--- src/rtl/mod_updown_counter.sv ---
// Modulo-MODULUS up/down counter with synchronous load, registered wrap pulse
// and a combinational cascade carry for chaining stages.
module mod_updown_counter #(
    parameter int WIDTH   = 4,
    parameter int MODULUS = 10
) (
    input  logic             clk,
    input  logic             clear,
    input  logic             en,
    input  logic             up,
    input  logic             load,
    input  logic [WIDTH-1:0] load_val,
    output logic [WIDTH-1:0] count,
    output logic             wrap,
    output logic             carry_out
);

    localparam logic [WIDTH-1:0] TOP_C  = WIDTH'(MODULUS - 1);
    localparam logic [WIDTH:0]   MOD_C  = (WIDTH + 1)'(MODULUS);
    localparam logic [WIDTH-1:0] ZERO_C = {WIDTH{1'b0}};
    localparam logic [WIDTH-1:0] ONE_C  = {{(WIDTH - 1){1'b0}}, 1'b1};

    logic [WIDTH-1:0] count_r;
    logic             wrap_r;
    logic [WIDTH-1:0] count_nxt_s;
    logic             wrap_nxt_s;
    logic [WIDTH:0]   inc_s;
    logic [WIDTH-1:0] dec_s;
    logic [WIDTH-1:0] load_clamp_s;
    logic             at_top_s;
    logic             at_zero_s;

    // The extra bit keeps MODULUS = 2^WIDTH exact; an incremented value at or
    // beyond MODULUS also marks any illegal count as terminal on the way up.
    assign inc_s        = {1'b0, count_r} + {{WIDTH{1'b0}}, 1'b1};
    assign dec_s        = count_r - ONE_C;
    assign at_top_s     = (inc_s >= MOD_C);
    assign at_zero_s    = (count_r == ZERO_C);
    assign load_clamp_s = ({1'b0, load_val} >= MOD_C) ? TOP_C : load_val;

    assign carry_out = en & ~load & (up ? at_top_s : at_zero_s);
    assign count     = count_r;
    assign wrap      = wrap_r;

    // Next-state selection: load beats count enable, which beats hold.
    always_comb begin
        count_nxt_s = count_r;
        wrap_nxt_s  = 1'b0;
        if (load) begin
            count_nxt_s = load_clamp_s;
            wrap_nxt_s  = 1'b0;
        end else if (en) begin
            if (up) begin
                if (at_top_s) begin
                    count_nxt_s = ZERO_C;
                    wrap_nxt_s  = 1'b1;
                end else begin
                    count_nxt_s = inc_s[WIDTH-1:0];
                    wrap_nxt_s  = 1'b0;
                end
            end else begin
                if (at_zero_s) begin
                    count_nxt_s = TOP_C;
                    wrap_nxt_s  = 1'b1;
                end else begin
                    count_nxt_s = dec_s;
                    wrap_nxt_s  = 1'b0;
                end
            end
        end else begin
            count_nxt_s = count_r;
            wrap_nxt_s  = 1'b0;
        end
    end

    // State registers, cleared asynchronously while clear is low.
    always_ff @(posedge clk or negedge clear) begin
        if (!clear) begin
            count_r <= ZERO_C;
            wrap_r  <= 1'b0;
        end else begin
            count_r <= count_nxt_s;
            wrap_r  <= wrap_nxt_s;
        end
    end

endmodule

--- config.mk ---
export PLATFORM = sky130hd
export DESIGN_NAME = mod_updown_counter
export DESIGN_NICKNAME = d
export VERILOG_FILES = /design/src/rtl/mod_updown_counter.sv
export SDC_FILE = /design/constraint.sdc
export NUM_CORES = 1
export LEC_CHECK = 0
export BUFFER_PORTS_ARGS = -buffer_cell sky130_fd_sc_hd__buf_2
export CAP_MARGIN = 20
export CORE_AREA = 5 5 42 44
export CTS_BUF_LIST = sky130_fd_sc_hd__clkbuf_2 sky130_fd_sc_hd__clkbuf_4 sky130_fd_sc_hd__clkbuf_8
export DETAILED_ROUTE_END_ITERATION = 12
export DIE_AREA = 0 0 47 49
export PLACE_DENSITY = 0.64
export REMOVE_ABC_BUFFERS = 1
export SLEW_MARGIN = 25
export SYNTH_ARGS = -nofsm -noshare
export SYNTH_HDL_FRONTEND = slang
export SYNTH_SLANG_ARGS = --single-unit
--- constraint.sdc ---
create_clock -name clk -period 4.9 [get_ports clk]
set_input_delay 0.98 -clock clk [delete_from_list [all_inputs] [get_ports clk]]
set_output_delay 0.98 -clock clk [all_outputs]
set_load 0.05 [all_outputs]
==> results.json, run 1 <==
{
  "synth_edf_count": 0,
  "synthFlopType": "dfrtp_1",
  "clkTransAtPathRegs_ps": 50,
  "yosysWarnings": 0,
  "cts_tree": "yes",
  "synth_area_leaders": "dfrtp_1, ha_1, a21oi_1",
  "setup.worst_path.end_class": "output port",
  "antenna_found_initial": 0,
  "slowest_stage": "dfrtp_1",
  "async_reset_ff_share_pct": 100,
  "totalWireLength_um": 1280,
  "min_period_over_period_pct": 63.1,
  "start_util_pct": 37.1,
  "grt_pass1_wl_um": 2150,
  "worst_pin_slew_ps": 393,
  "dieArea_um2": 2300,
  "drt_iter0_drc": 4,
  "finalClockSkew_ps": 6.79,
  "cts.repair_timing.setup_buffer_count": 0,
  "grt_usage_pct": 12.7,
  "ctsHtreeMaxLevel": 1,
  "diodes": 0,
  "fmax_ghz": 0.323,
  "max_stage_delay_ps": 550,
  "cts.sinks": 5,
  "outcome": "finished, final reports clean",
  "yosysSeqAreaShare_pct": 24.0,
  "fp.dieW_um": 47,
  "drcViolationCount": 0,
  "ant_nets": 0,
  "syn_to_final_growth_pct": 17.3,
  "final-setup-viol-count": 0,
  "synthesis.area_um2": 520,
  "grt_overflow": 0,
  "critPathKind": "flip-flop to output port",
  "fin_hold_ws_ps": 537,
  "yosysTopAreaCellShare_pct": 24.0,
  "fin_tns_setup_ps": 0,
  "drive_gt1_share_pct": 25.9,
  "insertion_delay_ps": 240,
  "period_minus_slack_ps": 3090,
  "cts-root-buf": "clkbuf_4",
  "cts_resized": 0,
  "ios": 15,
  "die_h_um": 49,
  "power_density_nw_per_um2": 304,
  "critPathArrivalTime_ps": 2110,
  "synth_cell_types": 33,
  "synth_area_per_cell_um2": 7.65,
  "rows": 14,
  "via_per_inst": 5.57,
  "dr.pass1.iters": 4,
  "hpwl_um": 999,
  "ys_seq_elements": 5,
  "crit_chain": "inv_1, ha_1, or3_1, a21oi_1, o32ai_1, buf_2",
  "slew_viol_final": 0,
  "synth.largest_area_cell": "dfrtp_1",
  "cp_data_required_time_ps": 3920,
  "cp_max_fo": 11,
  "synthCells": 68,
  "io_buffers": 14,
  "wl_per_cell_um": 13.2,
  "grt_max_degree": 14,
  "vias": 540,
  "postCtsHoldBufs": 0,
  "vdd_drop_max_v": 0.000208,
  "gp_congestion": 0.762,
  "maxCapViolations": 0,
  "synth.most_common_cell": "nor2_1",
  "relSlewSlack_pct": 73.8,
  "min_path_type": "primary input to async pin",
  "yosys-top-cells-count": "nor2_1, a21oi_1, dfrtp_1, nand2_1, a31oi_1",
  "rsz0062_at_grt": "no",
  "leakagePower_nw": 0.274,
  "numCtsBuffers": 3,
  "core_um2": 1400,
  "cp-start-kind": "flip-flop",
  "grt_pass1_vias": 504,
  "nNetsFinal": 94,
  "clock_path_buffers": 2,
  "hold_viol": 0
}
[layout by cell type (no fill, tap or decap), types with 3 or more instances in the layout]
master and n:
ha_1 3, clkbuf_4 4, nand2_1 5, a31oi_1 4, buf_2 14, dfrtp_1 5, nor2_1 8, inv_1 3
nand4_1 3, a21oi_1 6
[stage by stage]
step                util, %  cells  setup WS [ps]  power (W)  instance area [µm²]
global route           43.6     97           1670   0.000201                  611
detailed placement     41.4     93           1980   0.000133                  581
CTS                    43.6     97           1820   0.000186                  611
finish                 43.6     97           1810   0.000186                  611
floorplan                 -     63           1490   0.000111                  490
global placement       41.4     93           1980   0.000133                  581
[worst paths after layout]
path | from | end | slack (ps) | cells past startpoint
max | count[0] | carry_out | 1810 | 6
min | clear | count[1] | 540 | 1
max reg2reg | count[0] | count[0] | 3060 | 6
min reg2reg | count[0] | count[0] | 820 | 2
max in group asynchronous | clear | count[0] | 4230 | 1
min in group clk | count[0] | count[0] | 820 | 2
[per-layer routing]
metal	vias up	global-route usage, %	part of all wire [%]
li1	281	-	-
met1	245	15.4	45
met2	14	20.1	50
met3	0	4.80	4.0
met4	0	4.15	0
met5	-	0	0
[critical path: cells and delay by family (launching register included)]
family                   cells  cell delay, ps
flip-flops                   1             550
buffers and inverters        2             350
adder cells (fa/ha/maj)      1             340
AND/OR/NAND/NOR              1             340
AO/OA/AOI/OAI                2             300
[logic make-up after synthesis]
logic type / share of synthesized area [%]
buffers and inverters: 8.65
flip-flops: 24.0
adder cells (fa/ha/maj): 7.21
AND/OR/NAND/NOR: 23.1
XOR/XNOR: 1.68
AO/OA/AOI/OAI: 35.3
[power breakdown]
group	switching, W	leakage [nW]	internal (W)	total (W)
logic	0.0000479	0.194	0.0000269	0.0000748
registers	0.0000125	0.0613	0.0000456	0.0000581
clock network	0.0000164	0.0184	0.0000363	0.0000527
[final cells by class]
class	count	area, µm²
fill	157	791
multi-input combinational	54	350
sequential	5	125
timing repair buffer	14	70.1
clock buffer	4	30.0
tap	16	20.0
inverter	4	15.0
[sequential cells by signal, summed over array words and instances, names as in the netlist]
signal	count
wrap	1
count	4
Power figures use the tool's default switching activity.
==> run 2: changes to the inputs <==
==> constraint.sdc (replaced) <==
create_clock -name clk -period 3.16 [get_ports clk]
set_input_delay 0.632 -clock clk [delete_from_list [all_inputs] [get_ports clk]]
set_output_delay 0.632 -clock clk [all_outputs]
set_load 0.05 [all_outputs]
==> results.json, run 2 (synthesized netlist as in run 1, its figures left out) <==
{
  "outcome": "finished, final reports clean",
  "min_period_over_period_pct": 85.8,
  "maxCapViolations": 0,
  "start_util_pct": 37.1,
  "worst-path-stages": 6,
  "cp_max_fo": 11,
  "fin_hold_ws_ps": 193,
  "syn_to_final_growth_pct": 17.3,
  "die_h_um": 49,
  "power_density_nw_per_um2": 479,
  "drive_gt1_share_pct": 25.9,
  "setup_slack_ps": 448,
  "crit_start": "count[0]",
  "antenna_found_initial": 0,
  "cts.sinks": 5,
  "crit_family": "flip-flops",
  "postCtsHoldBufs": 0,
  "wl_per_cell_um": 14.6,
  "drt_iter0_drc": 8,
  "clock_path_buffers": 2,
  "dr.pass1.iters": 4,
  "via_per_inst": 5.97,
  "cts_tree": "yes",
  "nNetsFinal": 94,
  "cts.repair_timing.setup_buffer_count": 0,
  "fp.dieW_um": 47,
  "placement.cell_area_um2": 581,
  "leakagePower_nw": 0.274,
  "rsz0062_at_grt": "no",
  "ctsHtreeMaxLevel": 1,
  "wl_met3_um": 92,
  "place_ws_ps": 723,
  "core_um2": 1400,
  "setup.worst_path.end_class": "output port",
  "dieArea_um2": 2300,
  "nFillCells": 157,
  "ant_nets": 0,
  "wl_met2_um": 698,
  "p_sw_w": 0.000124,
  "critical_path_buf_inv_count": 2,
  "final_common_cell": "buf_2",
  "slew_viol_final": 0,
  "grt_usage_pct": 13.9,
  "p_sw_share_pct": 42.3,
  "relSlewSlack_pct": 70.6,
  "hold_viol": 0,
  "hpwl_um": 1070,
  "regToRegEndpoint": "count[0]",
  "drcViolationCount": 0,
  "cp-start-kind": "flip-flop",
  "clkPwrFrac_pct": 29.0,
  "grt_pass1_vias": 535,
  "min_path_type": "primary input to async pin",
  "r2r_start": "count[0]",
  "clkTransAtPathRegs_ps": 40,
  "slowest_stage": "dfrtp_1",
  "finalPower_w": 0.000293,
  "vdd_drop_max_v": 0.000176,
  "p_int_w": 0.000169,
  "final-setup-viol-count": 0,
  "insertion_delay_ps": 240,
  "totalWireLength_um": 1410,
  "ios": 15,
  "seq_power_share_pct": 30.9,
  "layout_common_cells": "buf_2, nor2_1, a21oi_1",
  "period_minus_slack_ps": 2710,
  "numCtsBuffers": 3,
  "top_layer": "met4",
  "cp_data_required_time_ps": 2530,
  "critPathKind": "flip-flop to output port",
  "io_buffers": 14,
  "vias": 579,
  "critPathArrivalTime_ps": 2080,
  "diodes": 0,
  "crit_chain": "inv_1, ha_1, or3_1, a21oi_1, o32ai_1, buf_2",
  "worst_r2r_path_depth": 6,
  "cts-root-buf": "clkbuf_4",
  "fmax_ghz": 0.369,
  "rrSetupSlack_ps": 1390,
  "finalClockSkew_ps": 0.235,
  "fin_tns_setup_ps": 0,
  "largest_reg_flops": 4,
  "crit_end": "carry_out",
  "worst_pin_slew_ps": 441,
  "grt_max_degree": 14,
  "max_stage_delay_ps": 530,
  "postLayoutCellArea_um2": 611,
  "cts_resized": 0,
  "grt_overflow": 0,
  "rows": 14,
  "gp_congestion": 0.900,
  "grt_pass1_wl_um": 2300,
  "power_frac_comb_pct": 40.1,
  "drt-met1-wl_um": 580
}
-- run 2: power groups by stage --
stage	sequential, W	clock [W]	combinational (W)
finish	0.0000905	0.0000849	0.000117
global route	0.0000919	0.0000929	0.000128
CTS	0.0000899	0.0000856	0.000117
detailed placement	0.0000910	0	0.000116
global placement	0.0000903	0	0.000116
floorplan	0.000110	0	0.0000628
-- run 2: worst min path at each step --
stage / startpoint / end
after floorplan: clear / count[0]
after global placement: clear / count[3]
after detailed placement: clear / count[3]
after CTS: clear / wrap
after global routing: clear / count[0]
final: clear / count[3]
-- run 2: metrics by stage --
stage          cells  util [%]
5_1_grt           97      43.6
6_report          97      43.6
2_1_floorplan     63         -
3_3_place_gp      93      41.4
4_1_cts           97      43.6
3_5_place_dp      93      41.4
-- run 2: worst reg2reg max path, cell delays in order, from the launching register on --
cell and delay (ps):
dfrtp_1 530, inv_1 110, ha_1 330, or3_1 340
o21ai_1 120, nand4_1 110, a31oi_1 150
-- run 2: layout make-up --
type	count	area [µm²]	area share, %
Clock buffer	4	30.0	4.92
Inverter	4	15.0	2.46
Multi-Input combinational cell	54	350	57.4
Sequential cell	5	125	20.5
Tap cell	16	20.0	3.28
Timing Repair Buffer	14	70.1	11.5
-- run 2: per-layer routing --
layer / vias up / GRT usage, %
met1: 271 / 17.0
li1: 279 / -
met3: 5 / 3.32
met2: 24 / 20.8
met4: 0 / 8.76
met5: - / 0
==> run 3: changes to the inputs <==
==> constraint.sdc (replaced) <==
create_clock -name clk -period 3.16 [get_ports clk]
set_input_delay 0 -clock clk [delete_from_list [all_inputs] [get_ports clk]]
set_output_delay 0 -clock clk [all_outputs]
set_load 0.05 [all_outputs]
==> results.json, run 3 (synthesized netlist as in run 1, its figures left out) <==
{
  "power_density_nw_per_um2": 473,
  "ios": 15,
  "cp_max_fo": 11,
  "maxCapViolations": 0,
  "via_per_inst": 5.95,
  "final-setup-viol-count": 0,
  "hold_viol": 0,
  "critPathKind": "flip-flop to output port",
  "ctsHtreeMaxLevel": 1,
  "numCtsBuffers": 3,
  "grt_use_met1_pct": 17.3,
  "wl_per_cell_um": 14.5,
  "vias": 583,
  "nNetsFinal": 95,
  "drcViolationCount": 0,
  "hpwl_um": 1070,
  "largest_reg_flops": 4,
  "nFillCells": 156,
  "fin_hold_ws_ps": 32.0,
  "setup.worst_path.end_class": "output port",
  "dieArea_um2": 2300,
  "vdd_drop_max_v": 0.000176,
  "core_um2": 1400,
  "worst_r2r_path_depth": 6,
  "final_common_cell": "buf_2",
  "diodes": 0,
  "clock_path_buffers": 2,
  "grt_util_met3_pct": 3.32,
  "setup_slack_ps": 1080,
  "fmax_ghz": 0.481,
  "antenna_found_initial": 0,
  "min_period_over_period_pct": 65.8,
  "fin_tns_setup_ps": 0,
  "grt_pass1_wl_um": 2330,
  "totalWireLength_um": 1420,
  "grt_pass1_vias": 541,
  "cp-start-kind": "flip-flop",
  "rsz0062_at_grt": "no",
  "gp_congestion": 0.900,
  "period_minus_slack_ps": 2080,
  "top_usage_layer": "met2",
  "layout_common_cells": "buf_2, nor2_1, a21oi_1",
  "critPathArrivalTime_ps": 2080,
  "syn_to_final_growth_pct": 19.2,
  "rows": 14,
  "grt_overflow": 0,
  "cp_data_required_time_ps": 3160,
  "met2_usage_pct": 21.0,
  "drive_gt1_share_pct": 25.6,
  "io_buffers": 14,
  "insertion_delay_ps": 240,
  "drt_iter0_drc": 8,
  "cts.sinks": 5,
  "cts-root-buf": "clkbuf_4",
  "worstHoldPathCells": 3,
  "ant_nets": 0,
  "grt_usage_pct": 14.0,
  "cts_tree": "yes",
  "finalClockSkew_ps": 0.238,
  "min_path_type": "primary input to flip-flop",
  "worst_pin_slew_ps": 441,
  "outcome": "finished, final reports clean",
  "start_util_pct": 37.1,
  "leakagePower_nw": 0.278,
  "clkTransAtPathRegs_ps": 40,
  "slew_viol_final": 0,
  "relSlewSlack_pct": 70.6,
  "fp.dieW_um": 47,
  "place_ws_ps": 1350,
  "grt_max_degree": 14,
  "dr.pass1.iters": 4,
  "die_h_um": 49
}
==> run 3: changes by cell type in the layout (fill, tap and decap cells not counted) <==
cell,change
dlygate4sd3_1,+1
==> run 3: where the power goes <==
part | switching [W] | internal, W | total, W | leakage (nW)
combinational | 0.0000758 | 0.0000424 | 0.000118 | 0.198
clock | 0.0000285 | 0.0000564 | 0.0000849 | 0.0184
sequential | 0.0000198 | 0.0000707 | 0.0000905 | 0.0613
==> run 3: layout make-up <==
cell class / instances / area (µm²) / share of cell area, %
tap: 16 / 20.0 / 3.23
sequential: 5 / 125 / 20.2
clock buffer: 4 / 30.0 / 4.84
multi-input combinational: 54 / 350 / 56.5
timing repair buffer: 15 / 80.1 / 12.9
inverter: 4 / 15.0 / 2.42
==> run 3: path summary, 6_finish.rpt <==
path | start | endpoint | slack (ps)
setup / recovery | count[0] | carry_out | 1080
hold / removal | load_val[1] | count[1] | 30
setup reg to reg | count[0] | count[0] | 1390
hold reg to reg | count[0] | count[0] | 810
max in group asynchronous | clear | wrap | 2930
min in group asynchronous | clear | count[3] | 100
==> run 3: critical path: stages (launching register included) <==
cell and delay [ps]:
dfrtp_1 530, inv_1 110, ha_1 330, or3_1 340
a21oi_1 200, o32ai_1 100, buf_2 220
==> run 3: per-layer routing <==
layer	up-vias	wire length [µm]
li1	281	-
met5	-	0
met3	5	90
met4	0	43
met2	24	700
met1	273	587
==> run 3: repair_timing <==
action / CTS / global route
buffers inserted: 0 / 0
gates resized for setup: 0 / 0
endpoints found under the hold margin: 5 / 0
hold buffers: 1 / 0
==> run 3: metrics by stage <==
stage          instance area (µm²)  util, %  std cells  total power [W]
6_report                       621     44.3         98         0.000294
5_1_grt                        621     44.3         98         0.000314
4_1_cts                        621     44.3         98         0.000294
3_5_place_dp                   581     41.4         93         0.000207
3_3_place_gp                   581     41.4         93         0.000206
2_1_floorplan                  490        -         63         0.000172
